**src/rtl/if_prefetch_pkg.sv**
```systemverilog
// Shared constants and helpers for the instruction-fetch prefetch stage.
package if_prefetch_pkg;

   localparam int unsigned INSTR_WIDTH = 32;

   typedef enum logic [1:0] {
      HTRANS_IDLE   = 2'b00,
      HTRANS_NONSEQ = 2'b10
   } htrans_e;

   localparam logic [2:0]             HSIZE_WORD    = 3'b010;
   localparam logic [2:0]             HBURST_SINGLE = 3'b000;
   localparam logic [3:0]             HPROT_NONE    = 4'b0000;
   localparam logic [INSTR_WIDTH-1:0] INSTR_NOP     = 32'h0000_0013;

   // Instruction word stored for a completed fetch; faulted fetches become a NOP.
   function automatic logic [INSTR_WIDTH-1:0] fetch_instr(input logic fault,
                                                          input logic [INSTR_WIDTH-1:0] rdata);
      return fault ? INSTR_NOP : rdata;
   endfunction

endpackage

```
**src/rtl/if_fifo.sv**
```systemverilog
// Synchronous first-word-fall-through FIFO holding prefetched instructions.
module if_fifo #(
   parameter int unsigned WIDTH = 8,
   parameter int unsigned DEPTH = 4
) (
   input  logic                       clk,
   input  logic                       rst,
   input  logic                       clear,
   input  logic                       push,
   input  logic                       pop,
   input  logic [WIDTH-1:0]           din,
   output logic [WIDTH-1:0]           dout,
   output logic                       full,
   output logic                       empty,
   output logic [$clog2(DEPTH):0]     count
);

   localparam int unsigned AW = $clog2(DEPTH);
   localparam int unsigned CW = AW + 1;

   logic [WIDTH-1:0] mem [DEPTH];
   logic [AW-1:0]    wr_ptr;
   logic [AW-1:0]    rd_ptr;
   logic             do_push;
   logic             do_pop;

   assign full    = (count == CW'(DEPTH));
   assign empty   = (count == '0);
   assign do_pop  = pop & ~empty;
   assign do_push = push & (~full | do_pop);
   assign dout    = mem[rd_ptr];

   // Pointer and occupancy tracking; pointers wrap naturally at a power-of-two depth.
   always_ff @(posedge clk) begin
      if (rst || clear) begin
         wr_ptr <= '0;
         rd_ptr <= '0;
         count  <= '0;
      end else begin
         if (do_push) wr_ptr <= wr_ptr + AW'(1);
         if (do_pop)  rd_ptr <= rd_ptr + AW'(1);
         if (do_push && !do_pop)      count <= count + CW'(1);
         else if (!do_push && do_pop) count <= count - CW'(1);
      end
   end

   // Entry storage; contents are don't-care until written.
   always_ff @(posedge clk) begin
      if (do_push) mem[wr_ptr] <= din;
   end

endmodule

```
**src/rtl/if_prefetch.sv**
```systemverilog
// Instruction-fetch stage: AHB-Lite instruction master feeding a prefetch FIFO toward ID.
module if_prefetch
   import if_prefetch_pkg::*;
#(
   parameter int unsigned          PC_WIDTH   = 32,
   parameter int unsigned          ADDR_WIDTH = 16,
   parameter int unsigned          FIFO_DEPTH = 4,
   parameter logic [PC_WIDTH-1:0]  RESET_PC   = '0
) (
   input  logic                    clk,
   input  logic                    rst,
   output logic [1:0]              ibus_htrans,
   output logic [ADDR_WIDTH-1:0]   ibus_haddr,
   output logic                    ibus_hwrite,
   output logic [2:0]              ibus_hsize,
   output logic [2:0]              ibus_hburst,
   output logic [3:0]              ibus_hport,
   output logic                    ibus_hmastlock,
   output logic [31:0]             ibus_hwdata,
   input  logic                    ibus_hready,
   input  logic                    ibus_hresp,
   input  logic [31:0]             ibus_hrdata,
   input  logic                    take_branch,
   input  logic                    if_flush,
   input  logic [PC_WIDTH-1:0]     target_pc,
   input  logic                    if2id_stall,
   output logic                    if2id_valid,
   output logic [PC_WIDTH-1:0]     if2id_pc,
   output logic [31:0]             if2id_instruction,
   output logic                    if2id_fault
);

   localparam int unsigned CNT_W   = $clog2(FIFO_DEPTH) + 1;
   localparam int unsigned CRED_W  = CNT_W + 1;
   localparam int unsigned ENTRY_W = 1 + PC_WIDTH + INSTR_WIDTH;

   logic [PC_WIDTH-1:0] fetch_pc,    fetch_pc_nxt;
   logic [PC_WIDTH-1:0] data_pc,     data_pc_nxt;
   logic [PC_WIDTH-1:0] redirect_pc, redirect_pc_nxt;
   logic                inflight,    inflight_nxt;
   logic                stale,       stale_nxt;
   logic                halted,      halted_nxt;
   logic                redir_pend,  redir_pend_nxt;
   logic                addr_held,   addr_held_nxt;

   logic                redirect;
   logic                credit_ok;
   logic                data_done;
   logic                data_err;
   logic                issue_ok;
   logic                nonseq;
   logic                accept;
   logic                push;
   logic                pop;

   logic [CNT_W-1:0]    count;
   logic                full;
   logic                empty;
   logic [ENTRY_W-1:0]  push_entry;
   logic [ENTRY_W-1:0]  head_entry;

   // Fixed attributes: single-beat word reads only.
   assign ibus_hwrite    = 1'b0;
   assign ibus_hsize     = HSIZE_WORD;
   assign ibus_hburst    = HBURST_SINGLE;
   assign ibus_hport     = HPROT_NONE;
   assign ibus_hmastlock = 1'b0;
   assign ibus_hwdata    = '0;

   assign ibus_haddr  = fetch_pc[ADDR_WIDTH-1:0];
   assign ibus_htrans = nonseq ? HTRANS_NONSEQ : HTRANS_IDLE;

   if (PC_WIDTH > ADDR_WIDTH) begin : g_pc_hi
      logic unused_pc_hi;
      assign unused_pc_hi = ^fetch_pc[PC_WIDTH-1:ADDR_WIDTH];
   end

   // Bus-side control: issue credit, held transfers, push/pop qualification.
   always_comb begin
      redirect  = take_branch | if_flush;
      credit_ok = (CRED_W'(count) + CRED_W'(inflight)) < CRED_W'(FIFO_DEPTH);
      data_done = inflight & ibus_hready;
      // An error completing now blocks the address phase that would otherwise follow it.
      data_err  = data_done & ~stale & ibus_hresp;
      issue_ok  = credit_ok & ~halted & ~redirect & ~redir_pend & ~data_err;
      // A transfer waited by hready low must be presented again unchanged.
      nonseq    = ~rst & (addr_held | issue_ok);
      accept    = nonseq & ibus_hready;
      push      = data_done & ~stale & ~redirect & ~redir_pend;
      pop       = if2id_valid & ~if2id_stall & ~redirect;
   end

   // Next-state for fetch address, in-flight tracking, halt and deferred redirect.
   always_comb begin
      fetch_pc_nxt    = fetch_pc;
      data_pc_nxt     = data_pc;
      redirect_pc_nxt = redirect_pc;
      inflight_nxt    = inflight;
      stale_nxt       = stale;
      halted_nxt      = halted;
      redir_pend_nxt  = redir_pend;
      addr_held_nxt   = nonseq & ~ibus_hready;

      if (accept) data_pc_nxt = fetch_pc;

      if (ibus_hready) begin
         inflight_nxt   = accept;
         // Anything accepted alongside a redirect or an error is dropped when it returns.
         stale_nxt      = accept & (redirect | redir_pend | data_err);
         redir_pend_nxt = 1'b0;
         if (redirect || redir_pend) begin
            fetch_pc_nxt = redirect ? target_pc : redirect_pc;
            halted_nxt   = 1'b0;
         end else begin
            if (accept)   fetch_pc_nxt = fetch_pc + PC_WIDTH'(4);
            if (data_err) halted_nxt   = 1'b1;
         end
      end else if (redirect) begin
         redir_pend_nxt  = 1'b1;
         redirect_pc_nxt = target_pc;
         stale_nxt       = stale | inflight;
      end
   end

   // State register.
   always_ff @(posedge clk) begin
      if (rst) begin
         fetch_pc    <= RESET_PC;
         data_pc     <= '0;
         redirect_pc <= '0;
         inflight    <= 1'b0;
         stale       <= 1'b0;
         halted      <= 1'b0;
         redir_pend  <= 1'b0;
         addr_held   <= 1'b0;
      end else begin
         fetch_pc    <= fetch_pc_nxt;
         data_pc     <= data_pc_nxt;
         redirect_pc <= redirect_pc_nxt;
         inflight    <= inflight_nxt;
         stale       <= stale_nxt;
         halted      <= halted_nxt;
         redir_pend  <= redir_pend_nxt;
         addr_held   <= addr_held_nxt;
      end
   end

   assign push_entry = {ibus_hresp, data_pc, fetch_instr(ibus_hresp, ibus_hrdata)};

   if_fifo #(
      .WIDTH (ENTRY_W),
      .DEPTH (FIFO_DEPTH)
   ) u_fifo (
      .clk   (clk),
      .rst   (rst),
      .clear (redirect),
      .push  (push),
      .pop   (pop),
      .din   (push_entry),
      .dout  (head_entry),
      .full  (full),
      .empty (empty),
      .count (count)
   );

   // Head entry presented to ID; fault is only meaningful with a valid head.
   assign if2id_valid       = ~empty;
   assign if2id_fault       = ~empty & head_entry[ENTRY_W-1];
   assign if2id_pc          = head_entry[ENTRY_W-2 -: PC_WIDTH];
   assign if2id_instruction = head_entry[INSTR_WIDTH-1:0];

endmodule

```
**config.mk**
```make
export PLATFORM = sky130hd
export DESIGN_NAME = if_prefetch
export DESIGN_NICKNAME = d
export VERILOG_FILES = /design/src/rtl/if_prefetch_pkg.sv /design/src/rtl/if_fifo.sv /design/src/rtl/if_prefetch.sv
export SDC_FILE = /design/constraint.sdc
export NUM_CORES = 1
export LEC_CHECK = 0
export CAP_MARGIN = 20
export CORE_MARGIN = 10
export CORE_UTILIZATION = 45
export DETAILED_ROUTE_END_ITERATION = 16
export PLACE_DENSITY = 0.75
export SYNTH_ARGS = -nofsm -noshare
export SYNTH_HDL_FRONTEND = slang
export SYNTH_SLANG_ARGS = --single-unit
```
**constraint.sdc**
```tcl
create_clock -name clk -period 4.7 [get_ports clk]
set_clock_uncertainty 0.1 [all_clocks]
set_input_delay 0.94 -clock clk [delete_from_list [all_inputs] [get_ports clk]]
set_output_delay 0.94 -clock clk [all_outputs]
set_load 0.05 [all_outputs]
```
* After elaboration in Yosys (flattened, before gate mapping)
Memories as Yosys holds them, arrays and structs flattened. A register that Yosys moved wholly into a read port is not among the register bits.
Cells that the tools add are included.
** Storage, ports and cells
- Register bits after elaboration :: 108
- Memory bits (writable) :: 260
- Input port bits :: 71
- Output and inout bits :: 128
- Word-level logic and storage cells :: 83
- Memories :: 1
** Memory list
- u_fifo.mem :: words 4, width 65, rd ports 1, clocked after Yosys merged registers in 1, wr ports 1, line if_fifo.sv:21 : logic [WIDTH-1:0] mem [DEPTH];
** Operators by class
- $add $sub $neg :: 6
- Order comparisons :: 1
- Equal/unequal tests :: 1
- Muxes and demuxes :: 15
- Bitwise operators :: 34
- Reduce and logical (&&, ||, !) cells :: 14
** Operators by type and width (count)
- 2-to-1 mux 32 bit :: 4
- adder 32 x 3 -> 32 bit (second input constant) :: 1
- bitwise AND 1 bit :: 18
- NOT 1 bit :: 10
- nonzero test 2 bit :: 4
- 2-to-1 mux 1 bit :: 6
- 2-to-1 mux 2 bit :: 3
- 2-to-1 mux 3 bit :: 2
- bitwise OR 1 bit :: 6
- adder 2 x 1 -> 2 bit (second input constant) :: 2
- adder 3 x 1 -> 4 bit :: 1
- less-than comparator 4 x 3 -> 1 bit (second input constant) :: 1
- AND reduction 2 bit :: 2
- adder 3 x 1 -> 3 bit (second input constant) :: 1
- equality test 3 bit (second input constant) :: 1
- logical NOT 3 bit :: 1
- subtractor 3 x 1 -> 3 bit (second input constant) :: 1
- logical AND 1 bit :: 2
- logical NOT 1 bit :: 2
- logical OR 1 bit :: 2
- OR reduction 2 bit :: 1

* Logic depth before layout (Yosys ltp)
Gate-level depths: netlist of the first run.
- Word-level depth :: 11
- Mapped depth :: 11
- Gate-level depth less buffers :: 9

* By module
A second synthesis of the first run with hierarchy kept.
** Unflattened totals
- Cells, all modules :: 1111
- Area, all modules :: 15332.2 um^2
** By module, submodules not included
- if_fifo :: times used 1, cells each 389, area an instance 9814.4 um^2, sequential area each 7987.7 um^2
- if_prefetch :: times used 1, cells each 722, area an instance 5517.8 um^2, sequential area each 2021.9 um^2

* Worst setup path after synthesis of the first run
Ideal clock, no wire load.
- Path type :: input-to-reg
- From :: input if_flush
- To :: memory u_fifo.mem[1][0] in the netlist's numbering (enable)
- Library setup time :: 0.430 ns
- Arrival time :: 3.447 ns
- Data required time :: 4.170 ns
- Setup slack :: 0.723 ns
- Stages :: 5
- Buffers on the path :: 2
- Path through :: or3_1 buf_2 clkbuf_1 nor2_2 and2_1
** Between the ends
- Longest elaborated chain between the ends :: 8
- Elaborated cells between the ends (all ways) :: 10
- Classes of those cells :: 2 x mux; 8 x bitwise
** RTL lines
- start, declared :: line if_prefetch.sv:24 : input logic if_flush,
- bitwise OR 1 bit * :: line if_prefetch.sv:80 : redirect = take_branch | if_flush;
- NOT 1 bit * :: line if_prefetch.sv:89, if_prefetch.sv:90
- bitwise AND 1 bit :: line if_prefetch.sv:90 : pop = if2id_valid & ~if2id_stall & ~redirect;
- bitwise AND 1 bit :: line if_fifo.sv:29 : assign do_pop = pop & ~empty;
- bitwise OR 1 bit :: line if_fifo.sv:30 : assign do_push = push & (~full | do_pop);
- bitwise AND 1 bit * :: line if_fifo.sv:30
- named net u_fifo.do_push :: line if_fifo.sv:24 : logic do_push;
- 2-to-1 mux 1 bit * :: line if_fifo.sv:49 : if (do_push) mem[wr_ptr] <= din;
- 2-to-1 mux 1 bit (implied by the code) * :: line if_fifo.sv:49
- end, declared :: line if_fifo.sv:21
The timed path passes the listed nets; every way through them passes the cells marked *.

==> out/results.ini, run 1 <==
[sta]
fin_crit_sh_pct=83.2
max_freq_mhz=256
worstMarginPinSlew_ns=0.885
fin_ws_ns=0.790
hold_violations=0
report.final.slew_viol_count=0
slew_headroom_pct=41.0
period_needed_ns=3.91
setup_tns_ns=0
setup_viol=0
grt_setup_unrepaired=no

[power_and_ir_drop]
combPwrFrac_pct=6.5
max-vdd-ir-drop_uv=254
p_per_area_nw_per_um2=385
pwr-share-clk_pct=42.5
p_switching_w=0.00155
seqPwrFrac_pct=51.0
internal_power_w=0.00545
leakagePower_nw=5.90
switching_share_pct=22.2
power.total_w=0.00700

[placed_design]
dp_slack_ns=1.01
numPortBuffers=153
place_area_um2=17000
placed_cells=1651
gp_congestion=0.855
dp_hpwl_um=22200

[setup_path]
cp.arrival_ns=2.87
worstSetupEndpointType=primary output
endpoint=if2id_pc[1]
cp.required_ns=3.66
critPathSlowestCell=dfxtp_4
crit_path_max_incr_delay_ns=0.80
reg2reg_to=u_fifo.count[2]
cp-start-kind=flop
rrSetupSlack_ns=1.99
crit_path_max_fanout=33
r2r-start=redir_pend
rr_worst_depth=8
worstSetupPathType=reg -> out
path_cells=buf_12 -> mux4_2 -> clkdlybuf4s50_1

[clock_tree]
cts_sinks=370
cts_resized=0
cts_root_buffer=clkbuf_16
cts_hold_buf=0
cts_setup_buffers=0
insertion_delay_ns=0.52
cts_buffer_depth=3
cts_buffers=37
htree_levels=2
path_clk_slew_ns=0.06
tritoncts=yes

[layout]
area_growth_pct=19.7
fillCellCount=2687
diodes=0
drive_gt1_share_pct=13.2
layout_common_cells=edfxtp_1, nand2_1, clkdlybuf4s50_1, dfxtp_1, mux4_2
finalInstanceArea_um2=18200
final_common_cell=edfxtp_1
nNetsFinal=1320
instances_no_fill=1718

[global_route]
grt_pass1_wl_um=52900
grt_pass1_vias=9344
grt_max_degree=71
track_usage_pct=15.9
grt-ovfl-total=0
antenna_found_initial=1

[floorplanning]
start_util_pct=45.4
io_pins=199
core_area_um2=33400
die_x_um=204
core.rowCount=67
die_h_um=204
die_area_um2=41500

[route]
drt_iter0_drc=818
num_vias=9317
firstDrtPassIters=5
drc=0
ant_nets=0
wl_per_cell_um=19.7
vias_per_cell=5.42
totalWireLength_um=33800

[synth]
yosysUniqueCellTypes=63
synth_seq_cells=370
synth.cell_area_um2=15200
synth_edf_count=260
ys.warnings.count=0
netlist_instances=1113
yosysSeqAreaShare_pct=65.9
async_flop_share_pct=0
avgSynthCellArea_um2=13.6
synth_flop_cell=edfxtp_1

[hold_path]
min_path_type=reg -> reg

[run_status]
status=completed

[run]
drv_cap=0

## cells by family (layout without fill, tap and decap cells)
kind of cell               count (synthesis)  in the layout  synth area share (%)
AOI/OAI and AO/OA                        190            190                  7.87
xor gates and xnor gates                   5              5                 0.288
other                                      2             45                0.0494
and+or+nand+nor                          323            323                  9.85
adders and majority gates                  7              7                 0.626
DFF                                      370            370                  65.9
muxes                                     69             69                  9.90
buffers and inverters                    147            261                  5.51
## cell usage after synthesis (6+ instances only)
master | count | area share, %
clkbuf_1 | 47 | 1.2
a211oi_1 | 13 | 0.64
buf_2 | 15 | 0.49
a311oi_1 | 8 | 0.46
nor4_1 | 6 | 0.25
mux4_2 | 65 | 9.6
nand3_1 | 19 | 0.63
nand4_1 | 13 | 0.54
a21oi_1 | 62 | 2.0
nor2b_1 | 31 | 1.3
inv_1 | 14 | 0.35
o21ai_0 | 54 | 1.8
nand2_1 | 164 | 4.1
nor2_1 | 40 | 0.99
edfxtp_1 | 260 | 51
nor3_1 | 15 | 0.49
ha_1 | 6 | 0.49
a31oi_1 | 9 | 0.37
buf_4 | 65 | 3.2
dfxtp_1 | 110 | 14
and3_1 | 7 | 0.29
## how the worst min path moves through the flow
stage / startpoint / end / slack, ns / cells past startpoint
after floorplan: redirect_pc[26] / redirect_pc[26] / 0.33 / 2
after global placement: redirect_pc[21] / redirect_pc[21] / 0.34 / 2
after detailed placement: redirect_pc[9] / redirect_pc[9] / 0.34 / 2
after CTS: redirect_pc[9] / redirect_pc[9] / 0.35 / 2
after global routing: redirect_pc[19] / redirect_pc[19] / 0.37 / 2
final: redirect_pc[12] / redirect_pc[12] / 0.35 / 2
## power by group through the flow
stage / Combinational [W] / Clock, W / Sequential, W
after detailed placement: 0.000448 / 0 / 0.00364
after floorplan: 0.000352 / 0 / 0.00362
after CTS: 0.000450 / 0.00303 / 0.00357
after global placement: 0.000441 / 0 / 0.00364
after global routing: 0.000486 / 0.00316 / 0.00358
final: 0.000453 / 0.00297 / 0.00357
## cell type report
| type | count | area (µm²) | share of cell area [%] |
|---|---|---|---|
| Multi-Input combinational cell | 639 | 4520 | 24.9 |
| Clock buffer | 51 | 1000 | 5.51 |
| Sequential cell | 370 | 10000 | 55.1 |
| Timing Repair Buffer | 180 | 1800 | 9.88 |
| Tap cell | 448 | 561 | 3.08 |
| Inverter | 14 | 52.6 | 0.289 |
| Clock inverter | 16 | 226 | 1.25 |
## sequential cells by signal, indices dropped and copies added, names as in the netlist, 2 cells and up, named ones only
signal         count
redirect_pc       32
u_fifo.mem       260
data_pc           32
fetch_pc          32
u_fifo.rd_ptr      2
u_fifo.wr_ptr      2
u_fifo.count       3
## routing by layer
metal / routed length [µm] / track usage, % / vias up
li1: - / - / 4322
met1: 15100 / 22.7 / 4571
met2: 15700 / 24.8 / 382
met3: 2490 / 2.86 / 42
met4: 554 / 3.65 / 0
met5: 0 / 0 / -
## critical path, delay by kind of cell, from the launching register on
family,cells,cell delay (ns)
DFF,1,0.80
buffers and inverters,2,1.00
muxes,1,0.55
## metrics by stage
stage / util [%] / hold slack [ns]
final: 54.3 / 0.351
after global routing: 54.3 / 0.371
after detailed placement: 50.7 / 0.343
after floorplan: - / 0.332
after global placement: 50.7 / 0.338
after CTS: 54.3 / 0.351
No activity file was read; power rests on OpenSTA's default activity.
==> run 2, diff against run 1 <==
Clock period 4.7 ns to 3.75 ns, I/O delays scaled along.
==> out/results.ini, run 2 (synthesis results as in run 1) <==
[run_status]
status=completed

[layout]
finalInstanceArea_um2=18300
instances_no_fill=1733
layout_common_cells=edfxtp_1, nand2_1, clkdlybuf4s50_1, dfxtp_1, mux4_2
area_growth_pct=20.3
diodes=0
largest_register_ffs=260
register_area_um2=10000
final_common_cell=edfxtp_1
drive_gt1_share_pct=14.3
nNetsFinal=1334
fillCellCount=2693
multi_input_area_um2=4520
regMostFlops=u_fifo.mem
post-route-util_pct=54.6

[route]
ant_nets=0
drt_iter0_drc=836
vias_per_cell=5.38
wl_per_cell_um=19.3
firstDrtPassIters=5
drc=0
num_vias=9325
totalWireLength_um=33400

[run]
drv_cap=0

[floorplanning]
die_x_um=204
io_pins=199
die_h_um=204
core_area_um2=33400
start_util_pct=45.4
die_area_um2=41500
core.rowCount=67

[power_and_ir_drop]
max-vdd-ir-drop_uv=295
combPwrFrac_pct=6.6
internal_power_w=0.00669
seqPwrFrac_pct=51.9
p_per_area_nw_per_um2=472
p_switching_w=0.00193
leakagePower_nw=5.96
switching_share_pct=22.4
pwr-share-clk_pct=41.4

[sta]
slew_headroom_pct=41.1
worstMarginPinSlew_ns=0.876
max_freq_mhz=296
period_needed_ns=3.37
report.final.slew_viol_count=0
setup_tns_ns=0
grt_setup_unrepaired=no
hold_violations=0
setup_viol=0
fin_crit_sh_pct=90.0

[setup_path]
endpoint=if2id_instruction[27]
cp-start-kind=flop
crit_path_max_incr_delay_ns=0.73
critPathSlowestCell=clkdlybuf4s50_1
crit_path_max_fanout=23
cp.arrival_ns=2.52
worstSetupPathType=reg -> out
rr_worst_depth=6
worstSetupEndpointType=primary output
rrSetupSlack_ns=1.03
reg2reg_to=fetch_pc[26]
cp.required_ns=2.90
r2r-start=fetch_pc[3]
path_cells=buf_4 -> mux4_2 -> clkdlybuf4s50_1

[hold_path]
min_path_type=reg -> reg

[placed_design]
numPortBuffers=153
dp_hpwl_um=21400
placed_cells=1652
place_area_um2=17000
gp_congestion=0.874

[clock_tree]
cts_hold_buf=0
cts_buffers=38
cts_root_buffer=clkbuf_16
insertion_delay_ns=0.51
htree_levels=2
tritoncts=yes
path_clk_slew_ns=0.06
cts_buffer_depth=3
cts_sinks=370

[global_route]
grt_max_degree=71
grt_pass1_vias=9305
grt-ovfl-total=0
antenna_found_initial=0
grt_pass1_wl_um=52100
track_usage_pct=15.6

[run 2: what timing repair did]
action / in CTS / in global routing
setup endpoints to repair: 0 / 4
setup buffers: 0 / 12
resized for setup: 0 / 1
[run 2: power by group through the flow]
stage	clock (W)	combinational, W	sequential, W
2_1_floorplan	0	0.000442	0.00454
3_3_place_gp	0	0.000558	0.00456
3_5_place_dp	0	0.000564	0.00456
4_1_cts	0.00365	0.000568	0.00447
5_1_grt	0.00381	0.000612	0.00448
6_report	0.00357	0.000572	0.00448
[run 2: through the flow]
stage	hold slack, ns	setup slack, ns	total power (W)
6_report	0.353	0.377	0.00862
4_1_cts	0.351	0.0680	0.00869
3_5_place_dp	0.343	0.443	0.00512
3_3_place_gp	0.338	0.467	0.00512
2_1_floorplan	0.332	0.667	0.00498
5_1_grt	0.365	0.254	0.00890
[run 2: area by class of cell]
class                   instances  share of cell area, %
inverters                      14                  0.288
repair buffers                193                   10.5
flip-flops and latches        370                   54.8
multi-input cells             639                   24.8
well taps                     448                   3.07
clock buffers                  52                   5.90
clock inverters                17                  0.623
[run 2: routing by layer]
metal / share of wire, % / wire length, µm / vias up / global-route usage [%]
met5: 0 / 0 / - / 0
met3: 6.6 / 2190 / 61 / 2.86
met1: 45 / 14900 / 4536 / 21.6
li1: - / - / 4348 / -
met2: 47 / 15700 / 380 / 25.2
met4: 1.7 / 571 / 0 / 3.73
[run 2: worst min path at each step]
| stage | from | to | cells after the start |
|---|---|---|---|
| final | redirect_pc[22] | redirect_pc[22] | 2 |
| after global routing | redirect_pc[22] | redirect_pc[22] | 2 |
| after CTS | redirect_pc[16] | redirect_pc[16] | 2 |
| after detailed placement | redirect_pc[16] | redirect_pc[16] | 2 |
| after global placement | redirect_pc[9] | redirect_pc[9] | 2 |
| after floorplan | redirect_pc[26] | redirect_pc[26] | 2 |
[run 2: critical path, delay by kind of cell, from the launching register on]
| kind | cells | cell delay [ns] |
|---|---|---|
| flops | 1 | 0.51 |
| mux | 1 | 0.37 |
| buf+inv | 2 | 1.12 |
